File: src/rtl/uart_tx.sv
// 8N1 UART transmitter with a small input FIFO; frames leave LSB first at CLKS_PER_BIT clocks per bit.
// Handshake: a byte transfers on a rising edge where valid_i && ready_o; data_i is sampled only at that edge.
module uart_tx #(
    parameter int CLKS_PER_BIT = 868,
    parameter int DATA_WIDTH   = 8,
    parameter int FIFO_DEPTH   = 4
) (
    input  logic                          clk_i,
    input  logic                          reset_i,
    input  logic [DATA_WIDTH-1:0]         data_i,
    input  logic                          valid_i,
    output logic                          ready_o,
    output logic                          tx_o,
    output logic                          busy_o,
    output logic [$clog2(FIFO_DEPTH):0]   count_o,
    output logic [1:0]                    state_o
);

    localparam int CNT_W  = $clog2(FIFO_DEPTH) + 1;
    localparam int PTR_W  = $clog2(FIFO_DEPTH);
    localparam int BAUD_W = $clog2(CLKS_PER_BIT);
    localparam int BIT_W  = $clog2(DATA_WIDTH + 1);

    localparam logic [BAUD_W-1:0] LAST_BAUD = BAUD_W'(CLKS_PER_BIT - 1);
    localparam logic [BIT_W-1:0]  LAST_BIT  = BIT_W'(DATA_WIDTH - 1);
    localparam logic [CNT_W-1:0]  FULL_CNT  = CNT_W'(FIFO_DEPTH);

    typedef enum logic [1:0] {
        ST_IDLE  = 2'd0,
        ST_START = 2'd1,
        ST_DATA  = 2'd2,
        ST_STOP  = 2'd3
    } state_t;

    logic [DATA_WIDTH-1:0] r_mem [FIFO_DEPTH];
    logic [PTR_W-1:0]      r_wr_ptr;
    logic [PTR_W-1:0]      r_rd_ptr;
    logic [CNT_W-1:0]      r_count;

    state_t                r_state;
    logic                  r_tx;
    logic [BAUD_W-1:0]     r_baud;
    logic [BIT_W-1:0]      r_bit;
    logic [DATA_WIDTH-1:0] r_shift;

    logic                  w_push;
    logic                  w_pop;
    logic                  w_baud_done;
    logic [DATA_WIDTH-1:0] w_head;

    assign w_baud_done = (r_baud == LAST_BAUD);
    assign w_push      = valid_i && ready_o;
    // The FSM takes the head either from idle or at the very end of a stop bit, so frames chain with no gap.
    assign w_pop       = (r_count != '0) &&
                         ((r_state == ST_IDLE) || ((r_state == ST_STOP) && w_baud_done));
    assign w_head      = r_mem[r_rd_ptr];

    assign ready_o = (r_count != FULL_CNT);
    assign tx_o    = r_tx;
    assign busy_o  = (r_state != ST_IDLE) || (r_count != '0);
    assign count_o = r_count;
    assign state_o = r_state;

    always_ff @(posedge clk_i) begin
        if (w_push) begin
            r_mem[r_wr_ptr] <= data_i;
        end
    end

    always_ff @(posedge clk_i) begin
        if (reset_i) begin
            r_wr_ptr <= '0;
            r_rd_ptr <= '0;
            r_count  <= '0;
        end else begin
            if (w_push) begin
                r_wr_ptr <= r_wr_ptr + PTR_W'(1);
            end
            if (w_pop) begin
                r_rd_ptr <= r_rd_ptr + PTR_W'(1);
            end
            case ({w_push, w_pop})
                2'b10:   r_count <= r_count + CNT_W'(1);
                2'b01:   r_count <= r_count - CNT_W'(1);
                default: r_count <= r_count;
            endcase
        end
    end

    always_ff @(posedge clk_i) begin
        if (reset_i) begin
            r_state <= ST_IDLE;
            r_tx    <= 1'b1;
            r_baud  <= '0;
            r_bit   <= '0;
            r_shift <= '0;
        end else begin
            case (r_state)
                ST_IDLE: begin
                    r_tx   <= 1'b1;
                    r_baud <= '0;
                    r_bit  <= '0;
                    if (w_pop) begin
                        r_shift <= w_head;
                        r_tx    <= 1'b0;
                        r_state <= ST_START;
                    end
                end
                ST_START: begin
                    if (w_baud_done) begin
                        r_baud  <= '0;
                        r_bit   <= '0;
                        r_tx    <= r_shift[0];
                        r_shift <= r_shift >> 1;
                        r_state <= ST_DATA;
                    end else begin
                        r_baud <= r_baud + BAUD_W'(1);
                    end
                end
                ST_DATA: begin
                    if (w_baud_done) begin
                        r_baud <= '0;
                        if (r_bit == LAST_BIT) begin
                            r_tx    <= 1'b1;
                            r_state <= ST_STOP;
                        end else begin
                            r_bit   <= r_bit + BIT_W'(1);
                            r_tx    <= r_shift[0];
                            r_shift <= r_shift >> 1;
                        end
                    end else begin
                        r_baud <= r_baud + BAUD_W'(1);
                    end
                end
                ST_STOP: begin
                    if (w_baud_done) begin
                        r_baud <= '0;
                        if (w_pop) begin
                            r_shift <= w_head;
                            r_tx    <= 1'b0;
                            r_state <= ST_START;
                        end else begin
                            r_state <= ST_IDLE;
                        end
                    end else begin
                        r_baud <= r_baud + BAUD_W'(1);
                    end
                end
                default: begin
                    r_tx    <= 1'b1;
                    r_state <= ST_IDLE;
                end
            endcase
        end
    end

endmodule

File: config.mk
export PLATFORM = sky130hd
export DESIGN_NAME = uart_tx
export DESIGN_NICKNAME = d
export VERILOG_FILES = /design/src/rtl/uart_tx.sv
export SDC_FILE = /design/constraint.sdc
export NUM_CORES = 1
export LEC_CHECK = 0
export ABC_AREA = 1
export CORE_MARGIN = 4
export CORE_UTILIZATION = 53
export DETAILED_ROUTE_END_ITERATION = 16
export PLACE_DENSITY = 0.75
export SLEW_MARGIN = 20
export SYNTH_ARGS = -nofsm -noshare
export SYNTH_HDL_FRONTEND = slang
export SYNTH_SLANG_ARGS = --single-unit
File: constraint.sdc
create_clock -name clk_i -period 2.45 [get_ports clk_i]
set_clock_uncertainty 0.2 [all_clocks]
set_input_delay 0.49 -clock clk_i [delete_from_list [all_inputs] [get_ports clk_i]]
set_output_delay 0.49 -clock clk_i [all_outputs]
set_load 0.005 [all_outputs]
==> impl_results.md <==
* Reg2reg start: r_baud[0]
* Critical path fanouts, max at 7
* Pin count of the biggest net entering global routing at 17
* Initial antenna violation count at 0
* CTS Buffer Depth at 2
* Drt initial violations at ~110
* Comb power frac at 0.371
* Max transition margin at 0.7150
* First-pass GRT wire length at 9653 um
* Hold WC Path Type: flop to flop
* F_max at ~0.42 GHz
* Maximum VDD drop at roughly 0.68 mV
* DRC at 0
* Final setup TNS at 0 ns
* Wire per inst at 12.61 um
* Minimum clock period at 2.360 ns
* DRT Wirelength at 5685 um
* Worst Setup Slack, final at 0.08995 ns
* Hold violation count in the final report at 0
* Area of the die at slightly above 7000 um^2
* Routed Antenna Nets at 0
* Average size of a mapped cell at between 8 and 9 um^2
* Number of clock sinks at 66
* Total GRT Usage at 0.1717
* Int Power at between 2 and 3 mW
* Syn Inst Count at around 340
* Post-DP HPWL at 4056 um
* Post-Synthesis Net Count at approximately 370
* Seq cells post-synth at 66
* Leak at 1.464 nW
* Post-synth top area share at 0.3141
* Final setup fails at 0
* Hold path start: r_baud[0]
* Gpl congestion at between 0.8 and 0.9
* Initial Util at 0.5522
* Routing usage on met3 at 0.03949
* Max_cap viols at 0
* Place WS at -0.03646 ns
* Vias in the first global route at ~2200
* Worst Path Required at about 1.8 ns
* Port buffer count at 18
* Switch Pwr at 1.415 mW
* Ys Warns at 0
* RSZ-0062 raised after global routing: false
* Worst-path clk slew at 0.07 ns
* Post-route clock period utilization at 0.9633
* PD cells at roughly 1100 nW/um^2
* Total congestion overflow at 0
* Mapped Area at a little over 3000 um^2
* Largest cells by area after synthesis: edfxtp_1 (31%), dfxtp_1 (22%), nand2_1 (7.1%)
* Most frequent cells in the layout: nand2_1 (58), nor2_1 (48), inv_1 (35)
* Die Wd at around 84 um
* Die Ht at around 84 um
* Power share of the sequential group at 0.366
* Final nets at around 400
* Commonest non-fill, non-tap cell in the layout: nand2_1
* Cell variety after synth at 36
* Clk network pwr share at 0.263
* Post-CTS Setup Repair Bufs at 0
* Clock root cell: clkbuf_8
* Critical Path AT at between 1.5 and 2 ns
* Vias per inst at between 5 and 6
* DR pass1 iterations at 4
* Share of cells above drive strength 1 at 0.1293
* Clock Latency Late Sink at 0.33 ns
* Crit. End Element: primary output
* GRT Max-Usage Layer: met2
* H-tree depth at 3
* Core ar. at roughly 5500 um^2
* Hold WS at about 0.24 ns
* Crit. Startpoint: state_o[0]
* Startpoint Class: flop
* Switching share of power at 0.3507
* Max Slew Vio Count at 0
* CTS buffer count at 9
* Worst-margin pin slew at roughly 0.43 ns
* Register area share after synthesis at 0.5366
* IO Count at 19
* TritonCTS clock tree: built
* Routed vias at roughly 2300
* Rows at 27
* Synth area leader: edfxtp_1
* N_diodes at 0
* GRT met1 Usage at 0.2125
* Met2 GRT Util at 0.2740
* Status: finished clean
* Area Growth Syn to Fin at 18.36%
* Crit path kind: flop to primary output
* Hold bufs inserted after CTS at 0
==> power by group through the flow <==
stage / Sequential [mW] / Combinational, mW / Clock (mW)
after floorplan: 1.45 / 1.16 / 0
after global placement: 1.48 / 1.46 / 0
after detailed placement: 1.49 / 1.49 / 0
after CTS: 1.47 / 1.50 / 1.09
after global routing: 1.50 / 1.72 / 1.13
final: 1.48 / 1.50 / 1.06
==> layer usage <==
metal	up-vias	wire (um)
li1	1196	-
met1	1033	2603
met2	55	2691
met3	9	277
met4	0	112
met5	-	0
==> cells in the mapped netlist, drive strengths merged <==
| library cell | instances |
|---|---|
| nand2 | 62 |
| nor2 | 50 |
| inv | 38 |
| dfxtp | 34 |
| edfxtp | 32 |
| a21oi | 29 |
| nand3 | 26 |
| o21ai | 25 |
| ha | 13 |
| a21boi | 7 |
| buf | 7 |
| nor3 | 3 |
| nor3b | 3 |
| nand4 | 2 |
| or2 | 2 |
| xor2 | 2 |
| clkbuf | 1 |
| fa | 1 |
| nor4 | 1 |
| o211ai | 1 |
| o21a | 1 |
| xnor2 | 1 |
==> state kept, by name, indices dropped and copies added (netlist names), named ones only <==
register  flops
tx_o          1
state_o       2
count_o       3
r_bit         4
r_baud       10
r_shift       8
r_wr_ptr      2
r_rd_ptr      2
r_mem        32
==> worst paths after layout <==
path,end,slack [ns],cells past startpoint
worst max-delay path,busy_o,0.09,4
worst max register to register,count_o[2],0.11,14
worst min register to register,r_baud[0],0.24,1
worst min-delay path,r_baud[0],0.24,1
==> final cells by class <==
cell class	instances	area (um^2)
Fill cell	477	1919
Sequential cell	66	1652
Multi-Input combinational cell	229	1231
Timing Repair Buffer	30	270.3
Inverter	38	145.1
Clock buffer	10	127.6
Clock inverter	6	105.1
Tap cell	72	90.09
==> stage by stage <==
| stage | cell area [um^2] | instances | power [mW] | util |
|---|---|---|---|---|
| after floorplan | 3059 | 341 | 2.610 | - |
| after global placement | 3358 | 435 | 2.940 | 0.6061 |
| after detailed placement | 3358 | 435 | 2.979 | 0.6061 |
| after CTS | 3596 | 451 | 4.052 | 0.6491 |
| after global routing | 3621 | 451 | 4.356 | 0.6536 |
| final | 3621 | 451 | 4.035 | 0.6536 |
==> worst max-delay path: stages (launching register included) <==
cell and delay [ns]:
dfxtp_4 0.38, inv_1 0.08, ha_1 0.22, nand4_1 0.13, clkdlybuf4s50_1 0.52
==> timing repair <==
item | CTS | global route
pin swaps | 0 | 3
gates resized for setup | 4 | 8
setup endpoints to repair | 2 | 2
gates cloned | 0 | 0
==> cells by family after synthesis <==
group / after synthesis / synth area share
buffers and inverters: 46 / 0.06749
flip-flops: 66 / 0.5366
AO/OA/AOI/OAI: 63 / 0.1141
XOR/XNOR: 3 / 0.008591
adder cells (fa/ha/maj): 14 / 0.05972
AND/OR/NAND/NOR: 149 / 0.2135
No activity file was read; power rests on OpenSTA's default activity.
